`src/rtl/if_fetch.sv`:
```
// Instruction-fetch stage: PC register, BOOT/FETCH(/HOLD) sequencer and IF/ID handoff registers.
// Optional one-entry response buffer with HOLD state is enabled by defining IF_FETCH_BUFFER_EN.
module if_fetch #(
    parameter logic [31:0] RESET_PC = 32'h0000_0000
) (
    input  logic        clock,
    input  logic        reset,
    input  logic        pc_write,
    input  logic        redirect,
    input  logic [31:0] redirect_pc,
    output logic        imem_req,
    output logic [31:0] imem_addr,
    input  logic        imem_ready,
    input  logic [31:0] imem_rdata,
    output logic [31:0] pc_4,
    output logic [31:0] instruction,
    output logic        inst_valid,
    output logic        fetch_stall
);

`ifdef IF_FETCH_BUFFER_EN
    typedef enum logic [1:0] {
        BOOT  = 2'd0,
        FETCH = 2'd1,
        HOLD  = 2'd2
    } state_t;
`else
    typedef enum logic [1:0] {
        BOOT  = 2'd0,
        FETCH = 2'd1
    } state_t;
`endif

    state_t      state_q, state_d;
    logic [31:0] pc_q, pc_d;
    logic [31:0] pc_4_q, pc_4_d;
    logic [31:0] instruction_q, instruction_d;
    logic        inst_valid_q, inst_valid_d;
    logic [31:0] pc_plus4;
    logic [31:0] redirect_aligned;

`ifdef IF_FETCH_BUFFER_EN
    logic [31:0] buf_q, buf_d;
`endif

    assign pc_plus4         = pc_q + 32'd4;
    assign redirect_aligned = {redirect_pc[31:2], 2'b00};

    always_comb begin
        state_d       = state_q;
        pc_d          = pc_q;
        pc_4_d        = pc_4_q;
        instruction_d = instruction_q;
        inst_valid_d  = inst_valid_q;
`ifdef IF_FETCH_BUFFER_EN
        buf_d         = buf_q;
`endif
        imem_req      = 1'b0;
        fetch_stall   = 1'b1;

        case (state_q)
            BOOT: begin
                state_d = FETCH;
                if (redirect) begin
                    pc_d         = redirect_aligned;
                    inst_valid_d = 1'b0;
                end
            end

            FETCH: begin
                imem_req = 1'b1;
                if (redirect) begin
                    // Redirect wins over stall and discards any response this cycle.
                    pc_d         = redirect_aligned;
                    inst_valid_d = 1'b0;
                    fetch_stall  = 1'b0;
                end else if (!imem_ready) begin
                    inst_valid_d = 1'b0;
                end else if (pc_write) begin
                    pc_d          = pc_plus4;
                    pc_4_d        = pc_plus4;
                    instruction_d = imem_rdata;
                    inst_valid_d  = 1'b1;
                    fetch_stall   = 1'b0;
                end else begin
`ifdef IF_FETCH_BUFFER_EN
                    buf_d   = imem_rdata;
                    state_d = HOLD;
`endif
                    // Without the buffer the word is dropped and the same PC is re-requested.
                end
            end

`ifdef IF_FETCH_BUFFER_EN
            HOLD: begin
                if (redirect) begin
                    pc_d         = redirect_aligned;
                    inst_valid_d = 1'b0;
                    state_d      = FETCH;
                    fetch_stall  = 1'b0;
                end else if (pc_write) begin
                    pc_d          = pc_plus4;
                    pc_4_d        = pc_plus4;
                    instruction_d = buf_q;
                    inst_valid_d  = 1'b1;
                    state_d       = FETCH;
                    fetch_stall   = 1'b0;
                end
            end
`endif

            default: begin
                state_d = BOOT;
            end
        endcase
    end

    always_ff @(posedge clock or negedge reset) begin
        if (!reset) begin
            state_q       <= BOOT;
            pc_q          <= RESET_PC;
            pc_4_q        <= 32'h0;
            instruction_q <= 32'h0;
            inst_valid_q  <= 1'b0;
        end else begin
            state_q       <= state_d;
            pc_q          <= pc_d;
            pc_4_q        <= pc_4_d;
            instruction_q <= instruction_d;
            inst_valid_q  <= inst_valid_d;
        end
    end

`ifdef IF_FETCH_BUFFER_EN
    always_ff @(posedge clock or negedge reset) begin
        if (!reset) begin
            buf_q <= 32'h0;
        end else begin
            buf_q <= buf_d;
        end
    end
`endif

    assign imem_addr   = pc_q;
    assign pc_4        = pc_4_q;
    assign instruction = instruction_q;
    assign inst_valid  = inst_valid_q;

endmodule

```
`config.mk`:
```
export PLATFORM = sky130hd
export DESIGN_NAME = if_fetch
export DESIGN_NICKNAME = d
export VERILOG_FILES = /design/src/rtl/if_fetch.sv
export SDC_FILE = /design/constraint.sdc
export NUM_CORES = 1
export LEC_CHECK = 0
export BUFFER_PORTS_ARGS = -buffer_cell sky130_fd_sc_hd__buf_2
export CAP_MARGIN = 20
export CORE_MARGIN = 3
export CORE_UTILIZATION = 54
export DETAILED_ROUTE_END_ITERATION = 6
export PLACE_DENSITY = 0.95
export RECOVER_POWER = 25
export SETUP_SLACK_MARGIN = 0.1
export SYNTH_ARGS = -nofsm -noshare
export SYNTH_HDL_FRONTEND = slang
export SYNTH_SLANG_ARGS = --single-unit
```
`constraint.sdc`:
```
create_clock -name clock -period 4.07 [get_ports clock]
set_input_delay 0.2035 -clock clock [delete_from_list [all_inputs] [get_ports clock]]
set_output_delay 0.2035 -clock clock [all_outputs]
set_load 0.03 [all_outputs]
```
# Yosys cells after proc, flatten, opt, wreduce, memory -nomap -nowiden
# Index checks and enable logic that the tools add are counted.
# totals
register_bits	99
latch_bits	0
ramBits	0
mem_bits_ro	0
inputBits	69
out_inout_bits	99
wordCells	33
mem_count	0
# classes
addsub	1
n_mul	0
div_mod_pow	0
order_cmp	0
eq_ne	5
n_shift	0
muxes	16
bitwise	1
reduce_logical	5
# ops
operator	count
$mux 32	4
$pmux 32 s2	1
$add 32x3->32 const B	1
$mux 1	9
$reduce_and 4->1	2
$ne 3x3->1 const B	2
$ne 4x4->1 const B	1
$pmux 2 s2	1
$reduce_and 3->1	1
$eq 2x1->1 const B	1
$logic_not 2->1	1
$ne 2x2->1 const B	1
$pmux 1 s2	1
$reduce_bool 2->1	1
$not 1->1	1

# Logic depth before layout (Yosys ltp)
# logic_depth
word_depth	5
mapped_depth	7
ltp_nobuf	6

# Worst setup path before layout
# OpenSTA, ideal clock, no wires.
# synth_path
path_kind	register to register
start	register pc_q[2], in the netlist imem_addr[2]
end	register pc_4_q[20], in the netlist pc_4[20]
setup_ps	77
arrival_ps	1904
required_ps	3993
path_slack_ps	2089
stages_incl_launch_ff	8
n_path_buf	1
synth_period_minus_slack_ps	1981
path_cell_list	dfrtp_1 -> ha_1 -> nand4_1 -> nor3b_4 -> buf_4 -> nand3_1 -> xor2_1 -> o21ai_1
# synth_between
elab_chain_cells	1
# synth_rtl
element	line	rtl
from (decl)	35	logic [31:0] pc_q, pc_d;
from (signal assigned)	127	pc_q <= pc_d;
$add 32x3->32	46	assign pc_plus4 = pc_q + 32'd4;
to (signal assigned)	128	pc_4_q <= pc_4_d;
to (decl)	36	logic [31:0] pc_4_q, pc_4_d;
# Every way passes these cells.
# A chain may end at the register's enable or synchronous reset.

# Worst setup path after layout
# layout_path
start	register pc_q[6], in the netlist imem_addr[6]
end	register pc_4_q[29], in the netlist pc_4[29]
# The elaborated chain is that of the path after synthesis.

==> key figures <==
Worst setup path
  – Cell family with the largest share of critical-path delay: simple AND/OR/NAND/NOR gates
  – WP data arrival: 2.56 ns
  – Reg-to-reg startpoint: imem_addr[6]
  – Worst R2R End: pc_4[29]
  – Largest fanout on the critical path: 16
  – CP startpoint kind: flop
  – Crit. End Element: flop
  – CP max stage delay: 0.93 ns
  – R2R Setup Slk: 1.72 ns
  – CP Buf/Inv Count: 0
  – Worst EP required: 4.28 ns
  – Setup Crit Path Kind: flop to flop
  – CP max-delay cell: nor4_4
  – Reg2reg path depth: 5
  – Cell-by-cell trace of the critical path: nand2_1, nor4_4, nand4_1, xor2_1, o21ai_0

Flow run
  – Max Cap Violations: 0

CTS
  – CTS Buffer Depth: 2
  – CTS sink cnt: 94
  – Post CTS Setup Buffer Count: 0
  – CTS tree: yes
  – H-tree Lvls: 3
  – Worst-path clk slew: 0.11 ns
  – Root Buffer: clkbuf_8
  – Post-CTS sizing: 0
  – Total CTS buffers: 9
  – Worst-Skew Late Latency: 0.36 ns

STA
  – Slew @ Worst Pin: 1.04 ns
  – Final worst-path cycle share: 57.8%
  – Min cycle time layout: 2.35 ns
  – Final number of setup-violating endpoints: 0
  – Final WS setup: 1.72 ns
  – Final total negative setup slack: 0 ns
  – Final Hold Violating Endpoints: 0
  – Slew Viols, Final: 0
  – RSZ-0062 raised after global routing: no
  – Skew final: 0.0199 ns
  – Maximum clock rate: 425 MHz
  – Slew margin rel.: 30.1%

Cells and area
  – Fin area: 5550 µm²
  – Area grow syn2layout: 21.1%
  – Commonest non-fill, non-tap cell in the layout: buf_2
  – Most frequent cells in the layout: 138 x buf_2, 94 x dfrtp_1, 70 x nand2_1, 39 x xor2_1
  – Nets: 653
  – Antenna cell count: 0
  – FILL cells: 608
  – Finished Layout Cells: 690
  – Share of post-route cells with drive strength above 1: 35.9%

Yosys
  – Cell variety after synth: 43
  – Main combinational cell family by area after synthesis: simple AND/OR/NAND/NOR gates
  – EDFF count, synth: 0
  – Multiplexer area fraction after synthesis: 8.33%
  – #FFs+latches synth: 94
  – Yosys warnings: 0
  – Synth Area in XOR/XNOR: 10.7%
  – Syn Inst Count: 439
  – Synth Area in Simple Gates: 18.2%
  – Asr flop ratio synth: 100%
  – Synth Area in Compound Gates: 7.16%
  – Most used flip-flop cell after synthesis: dfrtp_1
  – Syn Area/Cell: 10.4 µm²
  – Sequential-to-total area share from yosys stat: 51.4%
  – Netlist Area Pre-Place: 4580 µm²
  – Synth Area in Adders: 0.273%

Power
  – Net switching power: 1.01 mW
  – Internal: 1.56 mW
  – Logic pwr share: 30.3%
  – Pwr/cell area: 464 nW/µm²
  – Max IR drop VDD: 210 µV
  – Clock power frac: 22.4%
  – Sequential share of power: 47.3%
  – Net Sw Frac: 39.4%
  – Total power: 2.57 mW
  – Leak pwr: 2.53 nW

Die
  – Num rows: 32
  – Die height: 98.1 µm
  – Initial core utilization: 57.5%
  – Io pins: 168
  – DIE WIDTH: 98.1 µm
  – Total core area: 7970 µm²
  – Die footprint: 9620 µm²

Min path
  – Hold Path End: imem_addr[6]
  – Hold Crit Class: input port to flop
  – Hold path startpoint: redirect_pc[6]
  – Worst Hold Depth: 3

Drt
  – Post-route ant nets: 0
  – Routed WL: 11200 µm
  – Vias/cell: 5.43
  – Via Count: 3748
  – Number of DRC markers in iteration 0: 178
  – Drt pass-1 iters: 4
  – DR WL/cell: 16.3 µm
  – Post-route DRC violation count: 0

GRT
  – Vias in the first global route: 3701
  – First-pass GRT wire length: 18400 µm
  – Total gr overflow: 0
  – Initial antenna violation count: 0
  – Largest net degree at the start of global routing: 92
  – Gr usage total: 23.5%

Place
  – Post-DP Area: 5380 µm²
  – Dpl hpwl: 8120 µm
  – Placed cell count: 673
  – Port Buffers: 161
  – Routability cong.: 0.843
  – Placement Setup Slack: 1.82 ns

Status
  – Status: complete, no violations
## cells by family after synthesis
family,count (synthesis)
mux,34
buf+inv,35
simple gates,155
xor+xnor,56
flops,94
compound gates,62
fa+ha+maj,1
other cells,2
## sequential cells by signal (all words and copies together), names as in the netlist
signal       cells
inst_valid       1
state_q          1
instruction     32
pc_4            30
imem_addr       30
## Yosys cell counts, types with 10 or more instances
| master | count | area share [%] |
|---|---|---|
| xnor2_1 | 17 | 3.3 |
| xor2_1 | 39 | 7.5 |
| nand2_1 | 70 | 5.7 |
| nor2_1 | 11 | 0.90 |
| nand4_1 | 18 | 2.5 |
| mux2_2 | 33 | 8.1 |
| nand3_1 | 18 | 2.0 |
| clkbuf_1 | 16 | 1.3 |
| dfrtp_1 | 94 | 51 |
| o21ai_1 | 22 | 2.4 |
| o21ai_0 | 33 | 3.6 |
| buf_2 | 10 | 1.1 |
## power by group through the flow
stage          clock (mW)  combinational [mW]  sequential, mW
2_1_floorplan           0               0.219            1.53
3_3_place_gp            0               0.778            1.21
3_5_place_dp            0               0.799            1.23
4_1_cts             0.587               0.803            1.21
5_1_grt             0.626               0.831            1.24
6_report            0.577               0.779            1.22
## layer usage
layer	track usage [%]	up-vias	part of all wire, %	wire, µm
met4	8.09	0	1.6	180
li1	-	1782	-	-
met3	3.00	17	7.0	789
met2	39.9	182	49	5490
met5	0	-	0	0
met1	31.2	1767	42	4770
## worst max-delay path by stage
stage                  from             to  slack [ns]  cells after the start
2_1_floorplan  imem_addr[2]       pc_4[20]        2.09                      7
3_3_place_gp   imem_addr[2]  imem_addr[28]        1.88                      6
6_report       imem_addr[6]       pc_4[29]        1.72                      5
4_1_cts        imem_addr[4]       pc_4[29]        1.80                      5
5_1_grt        imem_addr[6]       pc_4[29]        1.50                      5
3_5_place_dp   imem_addr[4]       pc_4[29]        1.82                      5
## metrics by stage
step	hold WS [ns]	utilization, %
3_3_place_gp	0.239	67.6
4_1_cts	0.0337	69.9
6_report	0.0476	69.6
5_1_grt	0.0445	69.6
2_1_floorplan	-0.0921	-
3_5_place_dp	0.259	67.6
## cell type report
type	instances	area, µm²	share of cell area [%]
multi-input cells	313	2070	37.4
flip-flops and latches	94	2350	42.4
clock inverters	7	55.1	0.993
repair buffers	165	813	14.7
well taps	102	128	2.30
clock buffers	9	124	2.23
## worst register-to-register path, delay by kind of cell, from the launching register on
family / cells / cell delay (ns)
AOI/OAI and AO/OA: 1 / 0.09
DFF: 1 / 0.50
xor gates and xnor gates: 1 / 0.22
and+or+nand+nor: 3 / 1.38
## repair_timing
item	4_1_cts	5_1_grt
endpoints found under the setup margin	0	0
hold endpoints to repair	47	0
hold buffers	1	0
Power figures use the tool's default switching activity.
